<file path="src/rtl/phi2_freq_meter.sv">
// PHI2 frequency meter: synchronises the asynchronous PHI2 pin and counts its rising
// edges over a fixed gate window of GATE_CYCLES clk periods, publishing a held result.
module phi2_freq_meter #(
    parameter int unsigned GATE_CYCLES = 50_000_000,
    parameter int unsigned SYNC_STAGES = 2
) (
    input  logic        clk,
    input  logic        rst_n,
    input  logic        phi2,
    input  logic        restart,
    output logic [31:0] freq_out,
    output logic        freq_valid,
    output logic        phi2_present,
    output logic        measuring
);

    localparam int unsigned GW_GATE = $clog2(GATE_CYCLES);
    localparam int unsigned GW_SYNC = $clog2(SYNC_STAGES + 1);
    localparam int unsigned GW      = (GW_GATE > GW_SYNC) ? GW_GATE : GW_SYNC;

    localparam logic [GW-1:0] FLUSH_LAST = GW'(SYNC_STAGES);
    localparam logic [GW-1:0] GATE_LAST  = GW'(GATE_CYCLES - 1);

    typedef enum logic {
        S_FLUSH,
        S_MEASURE
    } state_t;

    state_t         state_q, state_d;
    logic [GW-1:0]  gate_q, gate_d;
    logic [31:0]    edge_q, edge_d;
    logic [31:0]    edge_inc;
    logic           load;

    logic [SYNC_STAGES-1:0] sync_q;
    logic                   sync_prev;
    logic                   rise;

    always_ff @(posedge clk) begin
        if (!rst_n) begin
            sync_q    <= '0;
            sync_prev <= 1'b0;
        end else begin
            sync_q    <= {sync_q[SYNC_STAGES-2:0], phi2};
            sync_prev <= sync_q[SYNC_STAGES-1];
        end
    end

    assign rise = sync_q[SYNC_STAGES-1] & ~sync_prev;

    // Saturating count including this cycle's edge; also the value published on the terminal cycle.
    assign edge_inc = (edge_q == '1) ? edge_q : edge_q + 32'(rise);

    always_comb begin
        state_d = state_q;
        gate_d  = gate_q;
        edge_d  = edge_q;
        load    = 1'b0;
        case (state_q)
            S_FLUSH: begin
                edge_d = '0;
                if (gate_q == FLUSH_LAST) begin
                    state_d = S_MEASURE;
                    gate_d  = '0;
                end else begin
                    gate_d = gate_q + GW'(1);
                end
            end
            S_MEASURE: begin
                if (gate_q == GATE_LAST) begin
                    load   = 1'b1;
                    gate_d = '0;
                    edge_d = '0;
                end else begin
                    gate_d = gate_q + GW'(1);
                    edge_d = edge_inc;
                end
            end
            default: begin
                state_d = S_FLUSH;
                gate_d  = '0;
                edge_d  = '0;
            end
        endcase
        if (restart) begin
            state_d = S_FLUSH;
            gate_d  = '0;
            edge_d  = '0;
            load    = 1'b0;
        end
    end

    always_ff @(posedge clk) begin
        if (!rst_n) begin
            state_q      <= S_FLUSH;
            gate_q       <= '0;
            edge_q       <= '0;
            freq_out     <= '0;
            freq_valid   <= 1'b0;
            phi2_present <= 1'b0;
        end else begin
            state_q    <= state_d;
            gate_q     <= gate_d;
            edge_q     <= edge_d;
            freq_valid <= load;
            if (load) begin
                freq_out     <= edge_inc;
                phi2_present <= (edge_inc != '0);
            end
        end
    end

    assign measuring = (state_q == S_MEASURE);

endmodule

</file>
<file path="config.mk">
export PLATFORM = sky130hd
export DESIGN_NAME = phi2_freq_meter
export DESIGN_NICKNAME = d
export VERILOG_FILES = /design/src/rtl/phi2_freq_meter.sv
export SDC_FILE = /design/constraint.sdc
export NUM_CORES = 1
export LEC_CHECK = 0
export CORE_MARGIN = 4
export CORE_UTILIZATION = 40
export DETAILED_ROUTE_END_ITERATION = 8
export SETUP_SLACK_MARGIN = 0.4
export SLEW_MARGIN = 20
export SYNTH_ARGS = -nofsm -noshare
export SYNTH_HDL_FRONTEND = slang
export SYNTH_SLANG_ARGS = --single-unit
</file>
<file path="constraint.sdc">
create_clock -name clk -period 2.8 [get_ports clk]
set_input_delay 0.42 -clock clk [delete_from_list [all_inputs] [get_ports clk]]
set_output_delay 0.42 -clock clk [all_outputs]
set_load 0.1 [all_outputs]
</file>
==> results.cfg <==
[placed_design]
routabilityCongestion = 0.880
port_buffers = 38
hpwlAfterDp_um = 8990
place_ws_ns = -0.0239
placedInstanceArea_um2 = 5070

[sta]
post-route-period-util_pct = 86.8
period_needed_ns = 2.43
finalWorstSetupSlack_ns = 0.369
finalMaxSlewViolations = 0
hold_viol_final = 0
relSlewSlack_pct = 59.8
fmax_mhz = 411
skew_ns = 0.00584
rsz0062_at_grt = yes
tightest_slew_ns = 0.599
setup_violations = 0

[logic_synthesis]
netlist_instances = 549
synth_area_leaders = dfxtp_1, nor2_1, and2_1, xor2_1, nand2_1
ys_seq_area_share_pct = 42.2
synth_edf_count = 0
syn_avg_cell_area_um2 = 8.30
synthArstFlopShare_pct = 0
synth_top_area_share_pct = 42.2
synth_area_leader_cell = dfxtp_1
netlist_area_um2 = 4560
yosys_most_used_dff = dfxtp_1
ys_warn_count = 0
synth.distinct_cells = 55
synth_seq_cells = 96
syn-num-nets = 558

[global_routing]
grt_pass1_wl_um = 20600
grt_pass1_vias = 3986
overflow = 0
antenna_found_initial = 0
track_usage_pct = 19.8
grt_start_max_net_pins = 37

[floorplan]
core_um2 = 11000
dieArea_um2 = 13200
start_util_pct = 41.5
die_w_um = 115
rows = 38
pin_count = 39
die_h_um = 115

[power_and_ir_drop]
power_leakage_nw = 2.10
ir_drop_mv = 0.341
p_per_area_nw_per_um2 = 467

[finish]
utilization_pct = 51.8
finalInstanceArea_um2 = 5680
antennaDiodeCount = 0
seq_area_um2 = 1940
fill_cells = 1064
drive_gt1_share_pct = 22.4
multi_input_area_um2 = 2700
layout_common_cells = dfxtp_1, nor2_1, buf_4, nand2_1, and2_1
layout_commonest_cell = dfxtp_1
nets = 612
syn2layout_area_growth_pct = 24.7

[clock_network]
cts-buffers-inserted = 9
clock_sinks = 96
cts_max_path_buffers = 2
clkTransAtPathRegs_ns = 0.06
htreeDepth = 3
insertion_delay_ns = 0.34
hold_buffers = 0
root_buffer = clkbuf_16
cts_tree = built

[critical_path]
rr_worst_depth = 11
start_kind = register
criticalPathCategory = reg -> reg
setup.worst_path.end_class = register
worstPathArrival_ns = 2.67
worstPathRequired_ns = 3.03
crit_fanout = 6

[hold_path]
min_delay_path_depth = 1
hold_class = reg -> reg

[detailed_routing]
ant_nets = 0
drt-total-wl_um = 12400
via_per_inst = 5.34
drtPass1Iterations = 4
wire_per_inst_um = 16.5
drt-initial-drc-count = 187
vias = 3993
drc = 0

[run_status]
outcome = finished, final reports clean

[run]
maxCapViolCount = 0
==> final timing paths <==
path / from / to / slack, ns
worst max-delay path: sync_q[1] / phi2_present / 0.37
worst max register to register: sync_q[1] / phi2_present / 0.37
worst min-delay path: gate_q[0] / gate_q[0] / 0.45
worst min register to register: gate_q[0] / gate_q[0] / 0.45
==> cells in the mapped netlist, types with 5 or more instances <==
master	instances
nor3_1	12
clkbuf_1	21
o21ai_0	34
and3_1	21
nor2_1	74
nor2b_1	5
xor2_1	26
and2_1	39
nor4_1	10
xnor2_1	14
nand3_1	21
nand4_1	30
a21oi_1	9
dfxtp_1	96
ha_1	5
nand2_1	58
==> sequential cells by signal, summed over array words and instances (netlist names) <==
register      count
freq_valid        1
freq_out         32
sync_prev         1
phi2_present      1
sync_q            2
edge_q           32
measuring         1
gate_q           26
==> worst max-delay path, stage by stage, from the launching register on <==
cell and delay (ns):
dfxtp_2 0.32, nor2b_4 0.15, ha_4 0.19, nand4_1 0.18
buf_4 0.19, nor2_4 0.15, a31oi_1 0.12, or3_1 0.34
nor4_2 0.30, nand4_1 0.13, nor4_1 0.18, nor2_1 0.06
==> cell families after synthesis <==
logic type               after synthesis  synth area share (%)
XOR/XNOR                              41                  8.29
adder cells (fa/ha/maj)                5                  1.37
buffers and inverters                 33                  3.27
AO/OA/AOI/OAI                         70                  9.20
flip-flops                            96                  42.2
AND/OR/NAND/NOR                      304                  35.7
==> through the flow <==
stage	instances	hold slack, ns	setup TNS [ns]	total power, mW
3_5_place_dp	720	0.443	-0.0239	1.44
2_1_floorplan	549	0.412	0	1.42
5_1_grt	748	0.465	0	2.75
3_3_place_gp	720	0.439	0	1.44
4_1_cts	745	0.451	0	2.69
6_report	748	0.446	0	2.66
==> area by class of cell <==
cell class                 count  area share (%)
clock buffer                  13            4.58
clock inverter                 3           0.704
inverter                       4           0.264
multi-input combinational    421            47.5
sequential                    96            34.1
tap                          140            3.08
timing repair buffer          71            9.77
==> timing repair <==
item / CTS / global route
gates cloned: 1 / 0
endpoints found under the setup margin: 6 / 37
pin swaps: 13 / 5
resized for setup: 28 / 25
buffers inserted: 8 / 3
==> power breakdown <==
part	internal, mW	switching, mW
Clock	0.739	0.512
Sequential	1.37	0.00267
Combinational	0.0125	0.0229
Total	2.12	0.537
==> routing by layer <==
metal | wire, um | track usage (%) | vias up | part of all wire, %
met2 | 5540 | 30.1 | 78 | 45
met5 | 0 | 0 | - | 0
met3 | 439 | 3.42 | 16 | 3.6
met1 | 6120 | 27.7 | 1883 | 50
li1 | - | - | 2016 | -
met4 | 255 | 8.76 | 0 | 2.1
Note: power is estimated with default switching activity, not from simulation.
==> RTL edit 1, RTL diff (same flow settings) <==
The output `freq_valid` loses its register stage (`freq_valid` becomes a continuous assignment).
--- a/src/rtl/phi2_freq_meter.sv
+++ b/src/rtl/phi2_freq_meter.sv
@@ -98,3 +98,2 @@
             freq_out     <= '0;
-            freq_valid   <= 1'b0;
             phi2_present <= 1'b0;
@@ -104,3 +103,2 @@
             edge_q     <= edge_d;
-            freq_valid <= load;
             if (load) begin
@@ -112,2 +110,4 @@
 
+    assign freq_valid = load;
+
     assign measuring = (state_q == S_MEASURE);
Formal check against the unedited RTL: no difference found for any inputs over 10 cycles, from zero or initial values and one cycle with rst_n low; that may be too few to reach the edited logic, so the function may still have changed.
==> RTL edit 1 against the unedited design <==
- power decreased by 11%
- die area decreased by 5.5%
- synthesized area decreased by 5.9%
- sequential cell count shrank 1
- wire length is 10% lower
- cell area decreased by 5.8%
- worst setup slack worse by 0.20 ns
- non-clock buffer count increased by 10
- critical path type unchanged
==> RTL edit 1: results (changes against the unedited design) <==
stage	metric	value	unit	change
placement	place_area	4870	um2	was 5070 um2
worst_setup_path	r2r_setup_slack	0.17	ns	was 0.37 ns
worst_setup_path	critPathMaxStageDelay	0.55	ns	was 0.34 ns
global_route	grtUsageTotal	0.183		was 0.198
global_route	grt_pass1_wl	18600	um	was 20600 um
drt	m1WireLength	5250	um	was 6120 um
run_status	outcome	finished clean		unchanged
drt	wirelength	11100	um	was 12400 um
logic_synthesis	synth_common_cells	dfxtp_1, nor2_1, nand2_1, xor2_1, nand3_1		was dfxtp_1, nor2_1, nand2_1, and2_1, o21ai_0
worst_setup_path	crit_path_start	edge_q[10]		was sync_q[1]
placement	dp_hpwl	7960	um	was 8990 um
global_route	met2_usage	0.288		was 0.301
worst_setup_path	slowest_stage	or4_1		was or3_1
power_and_ir_drop	peakVddDrop	271	uV	was 341 uV
clock_tree	h-tree-depth	3		unchanged
logic_synthesis	yosysUniqueCellTypes	45		was 55
global_route	grt_pass1_vias	3625		was 3986
power_and_ir_drop	clock_power_share	0.414		was 0.471
clock_tree	insertion_delay	0.38	ns	was 0.34 ns
logic_synthesis	netlist_instances	495		was 549
logic_synthesis	synth_fa_ha_area_frac	0.0146		was 0.0137
placement	placedCellCount	670		was 720
drt	num_vias	3663		was 3993
worst_setup_path	cp_data_arrival_time	2.90	ns	was 2.67 ns
logic_synthesis	async_reset_ff_frac	0		unchanged
timing	timing.slew.headroom	0.681		was 0.598
drt	dr.first_iter.drc_count	174		was 187
final_layout	drive_above_1_share	0.259		was 0.224
timing	fin_worst_skew	0.0144	ns	was 0.00584 ns
placement	post-place-ws	0.160	ns	was -0.0239 ns
logic_synthesis	synth.area.top_cells	dfxtp_1, xor2_1, nor2_1		was dfxtp_1, nor2_1, and2_1
logic_synthesis	synthMuxAreaShare	0.00233		was 0
final_layout	fin_nets	571		was 612
drt	dr_wl_met3	479	um	was 439 um
power_and_ir_drop	p_int	0.00183	W	was 0.00212 W
logic_synthesis	seq_area_frac_synth	0.443		was 0.422
worst_setup_path	endpoint_kind	flip-flop		unchanged
timing	whs	0.447	ns	was 0.446 ns
power_and_ir_drop	total_power	0.00237	W	was 0.00266 W
drt	met2_length	5030	um	was 5540 um
clock_tree	cts.reportedPaths.clkPinSlew	0.10	ns	was 0.06 ns
logic_synthesis	synth_compound_area_frac	0.111		was 0.0920
final_layout	fin_cells	703		was 748
hold_path	min_to	sync_q[1]		was gate_q[0]
timing	min_period_over_period	0.941		was 0.868
hold_path	min-delay-start	sync_q[0]		was gate_q[0]
clock_tree	cts_root_buf	clkbuf_8		was clkbuf_16
final_layout	diodes	0		unchanged
worst_setup_path	ff2ff_path_depth	8		was 11
global_route	gr-usage-met1	0.247		was 0.277
logic_synthesis	synth_xor_area_frac	0.104		was 0.0829
placement	gp_congestion	0.915		was 0.880
## RTL edit 1: cell types whose count changed after synthesis, sizes merged, moves of 6 or more
| cell | delta |
|---|---|
| xor2 | +6 |
| nand4 | -9 |
| o21ai | -26 |
| and3 | -7 |
| o211a | +22 |
| and2 | -28 |
## RTL edit 1: worst max-delay path: cells and delay by family (launching register included)
kind / cells / cell delay, ns
AND/OR/NAND/NOR: 5 / 1.71
buffers and inverters: 1 / 0.20
XOR/XNOR: 1 / 0.09
AO/OA/AOI/OAI: 1 / 0.09
flip-flops: 1 / 0.44
## RTL edit 1: area by class of cell
cell class,count,area (um2)
clock buffer,11,151
inverter,6,25.0
timing repair buffer,81,639
multi-input combinational,369,2360
clock inverter,5,65.1
tap,136,170
fill,994,5020
sequential,95,1950
## RTL edit 1: repair_timing
action | in CTS | in global routing
hold buffers | 0 | 0
endpoints found under the setup margin | 17 | 25
buffers inserted | 11 | 6
resized for setup | 33 | 12
pin swaps | 8 | 6
==> RTL edit 2, RTL diff (same settings) <==
Without the edit above. `SYNC_STAGES`: 2 -> 4.
--- a/src/rtl/phi2_freq_meter.sv
+++ b/src/rtl/phi2_freq_meter.sv
@@ -4,3 +4,3 @@
     parameter int unsigned GATE_CYCLES = 50_000_000,
-    parameter int unsigned SYNC_STAGES = 2
+    parameter int unsigned SYNC_STAGES = 4
 ) (
Function: changed (Yosys sat finds a counterexample within 4 cycles, from zero or initial values and one cycle with rst_n low).
==> RTL edit 2 against the unedited design <==
- maximum frequency is 7.0% lower
- synthesized area is 0.52% lower
- wire length up 2.4%
- clock skew is 0.0014 ns higher
- die area shrank 0.49%
- power grew 0.74%
- worst setup slack lost 0.18 ns
- cell area rose by 7.7%
- final cell count up 2.5%
- sequential cell count is 2 higher
- critical path type unchanged
==> RTL edit 2: results (changes against the unedited design) <==
stage	metric	value	unit	change
final_layout	drive_above_1_share	0.309		was 0.224
logic_synthesis	synth_common_cells	dfxtp_1, nor2_1, nand2_1, nand3_1, xor2_1		was dfxtp_1, nor2_1, nand2_1, and2_1, o21ai_0
run_status	outcome	finished clean		unchanged
logic_synthesis	synth.net_count	533		was 558
drt	dr.first_iter.drc_count	255		was 187
logic_synthesis	synth_fa_ha_area_frac	0.0138		was 0.0137
logic_synthesis	synth.area.top_cells	dfxtp_1, nor2_1, o211a_1		was dfxtp_1, nor2_1, and2_1
final_layout	num-fill-cells	997		was 1064
placement	place_area	5210	um2	was 5070 um2
clock_tree	clock_sinks	98		was 96
logic_synthesis	yosysUniqueCellTypes	53		was 55
placement	gp_congestion	0.922		was 0.880
worst_setup_path	cp_data_arrival_time	2.84	ns	was 2.67 ns
logic_synthesis	synth_area_per_cell	8.65	um2	was 8.30 um2
placement	port_buffers	38		unchanged
logic_synthesis	synth_xor_area_frac	0.0792		was 0.0829
logic_synthesis	seq_area_frac_synth	0.433		was 0.422
power_and_ir_drop	peakVddDrop	397	uV	was 341 uV
timing	fin_worst_skew	0.00727	ns	was 0.00584 ns
global_route	grt_max_degree	48		was 37
global_route	grt_pass1_wl	20800	um	was 20600 um
drt	vias_per_cell	5.39		was 5.34
power_and_ir_drop	leakage	2.51	nW	was 2.10 nW
placement	dp_hpwl	8640	um	was 8990 um
global_route	grtUsageTotal	0.198		about the same
placement	placedCellCount	716		was 720
drt	drt_pre_antenna_iters	5		was 4
timing	tightestPinTransition	0.490	ns	was 0.599 ns
logic_synthesis	synthMuxAreaShare	0.00442		was 0
clock_tree	h-tree-depth	3		unchanged
## RTL edit 2: cell types whose count changed after synthesis, sizes merged, moves of 7 or more
cell / unedited run / this run
inv: 4 / 11
o211a: 0 / 22
nand3: 21 / 30
and2: 40 / 10
and3: 21 / 10
o21ai: 36 / 16
nand4: 31 / 18
## RTL edit 2: worst paths after layout
kind	start	end	slack, ns	cells after the start
setup reg to reg	edge_q[10]	phi2_present	0.19	8
hold reg to reg	sync_q[1]	sync_q[2]	0.44	1
hold / removal	sync_q[1]	sync_q[2]	0.44	1
setup / recovery	edge_q[10]	phi2_present	0.19	8
## RTL edit 2: metrics by stage
stage / power, W / utilization / hold WS (ns) / worst slack [ns]
floorplan: 0.00145 / - / 0.412 / 0.335
global placement: 0.00146 / 0.474 / 0.419 / -0.0654
detailed placement: 0.00146 / 0.474 / 0.423 / -0.0412
CTS: 0.00272 / 0.537 / 0.441 / 0.213
global route: 0.00279 / 0.558 / 0.465 / 0.102
finish: 0.00268 / 0.558 / 0.436 / 0.185
## RTL edit 2: layer usage
metal / vias up / track usage / part of all wire
li1: 2043 / - / -
met1: 1976 / 0.267 / 0.46
met2: 96 / 0.312 / 0.47
met3: 20 / 0.0476 / 0.050
met4: 0 / 0.0665 / 0.017
met5: - / 0 / 0
## RTL edit 2: kinds of logic (layout without fill, tap and decap cells)
kind of cell,after synthesis,in the layout
adder cells (fa/ha/maj),5,5
AND/OR/NAND/NOR,272,272
multiplexers,2,2
flip-flops,98,98
AO/OA/AOI/OAI,73,73
XOR/XNOR,41,41
buffers and inverters,33,136
## RTL edit 2: cell type report
class                   count  area share
clock buffers              10      0.0374
clock inverters             6      0.0119
inverters                  11     0.00674
multi-input cells         393       0.443
flip-flops and latches     98       0.329
well taps                 140      0.0286
repair buffers            109       0.144
## RTL edit 2: report_power, final
part | total [W] | internal [W] | switching, W
clock | 0.00125 | 0.000702 | 0.000551
sequential | 0.00139 | 0.00139 | 0.00000193
combinational | 0.0000334 | 0.0000128 | 0.0000206
## RTL edit 2: worst max-delay path, stage by stage, from the launching register on
cell and delay [ns]:
dfxtp_4 0.37, nand4_4 0.11, or4_4 0.62, or3_4 0.47
nand3_1 0.14, xnor2_2 0.17, nand4_1 0.21, nor4bb_4 0.30
a31oi_1 0.11
## RTL edit 2: repair_timing
| item | in CTS | in global routing |
|---|---|---|
| pin swaps | 29 | 18 |
| buffers inserted | 24 | 11 |
| gates resized for setup | 50 | 33 |
| setup endpoints to repair | 11 | 51 |
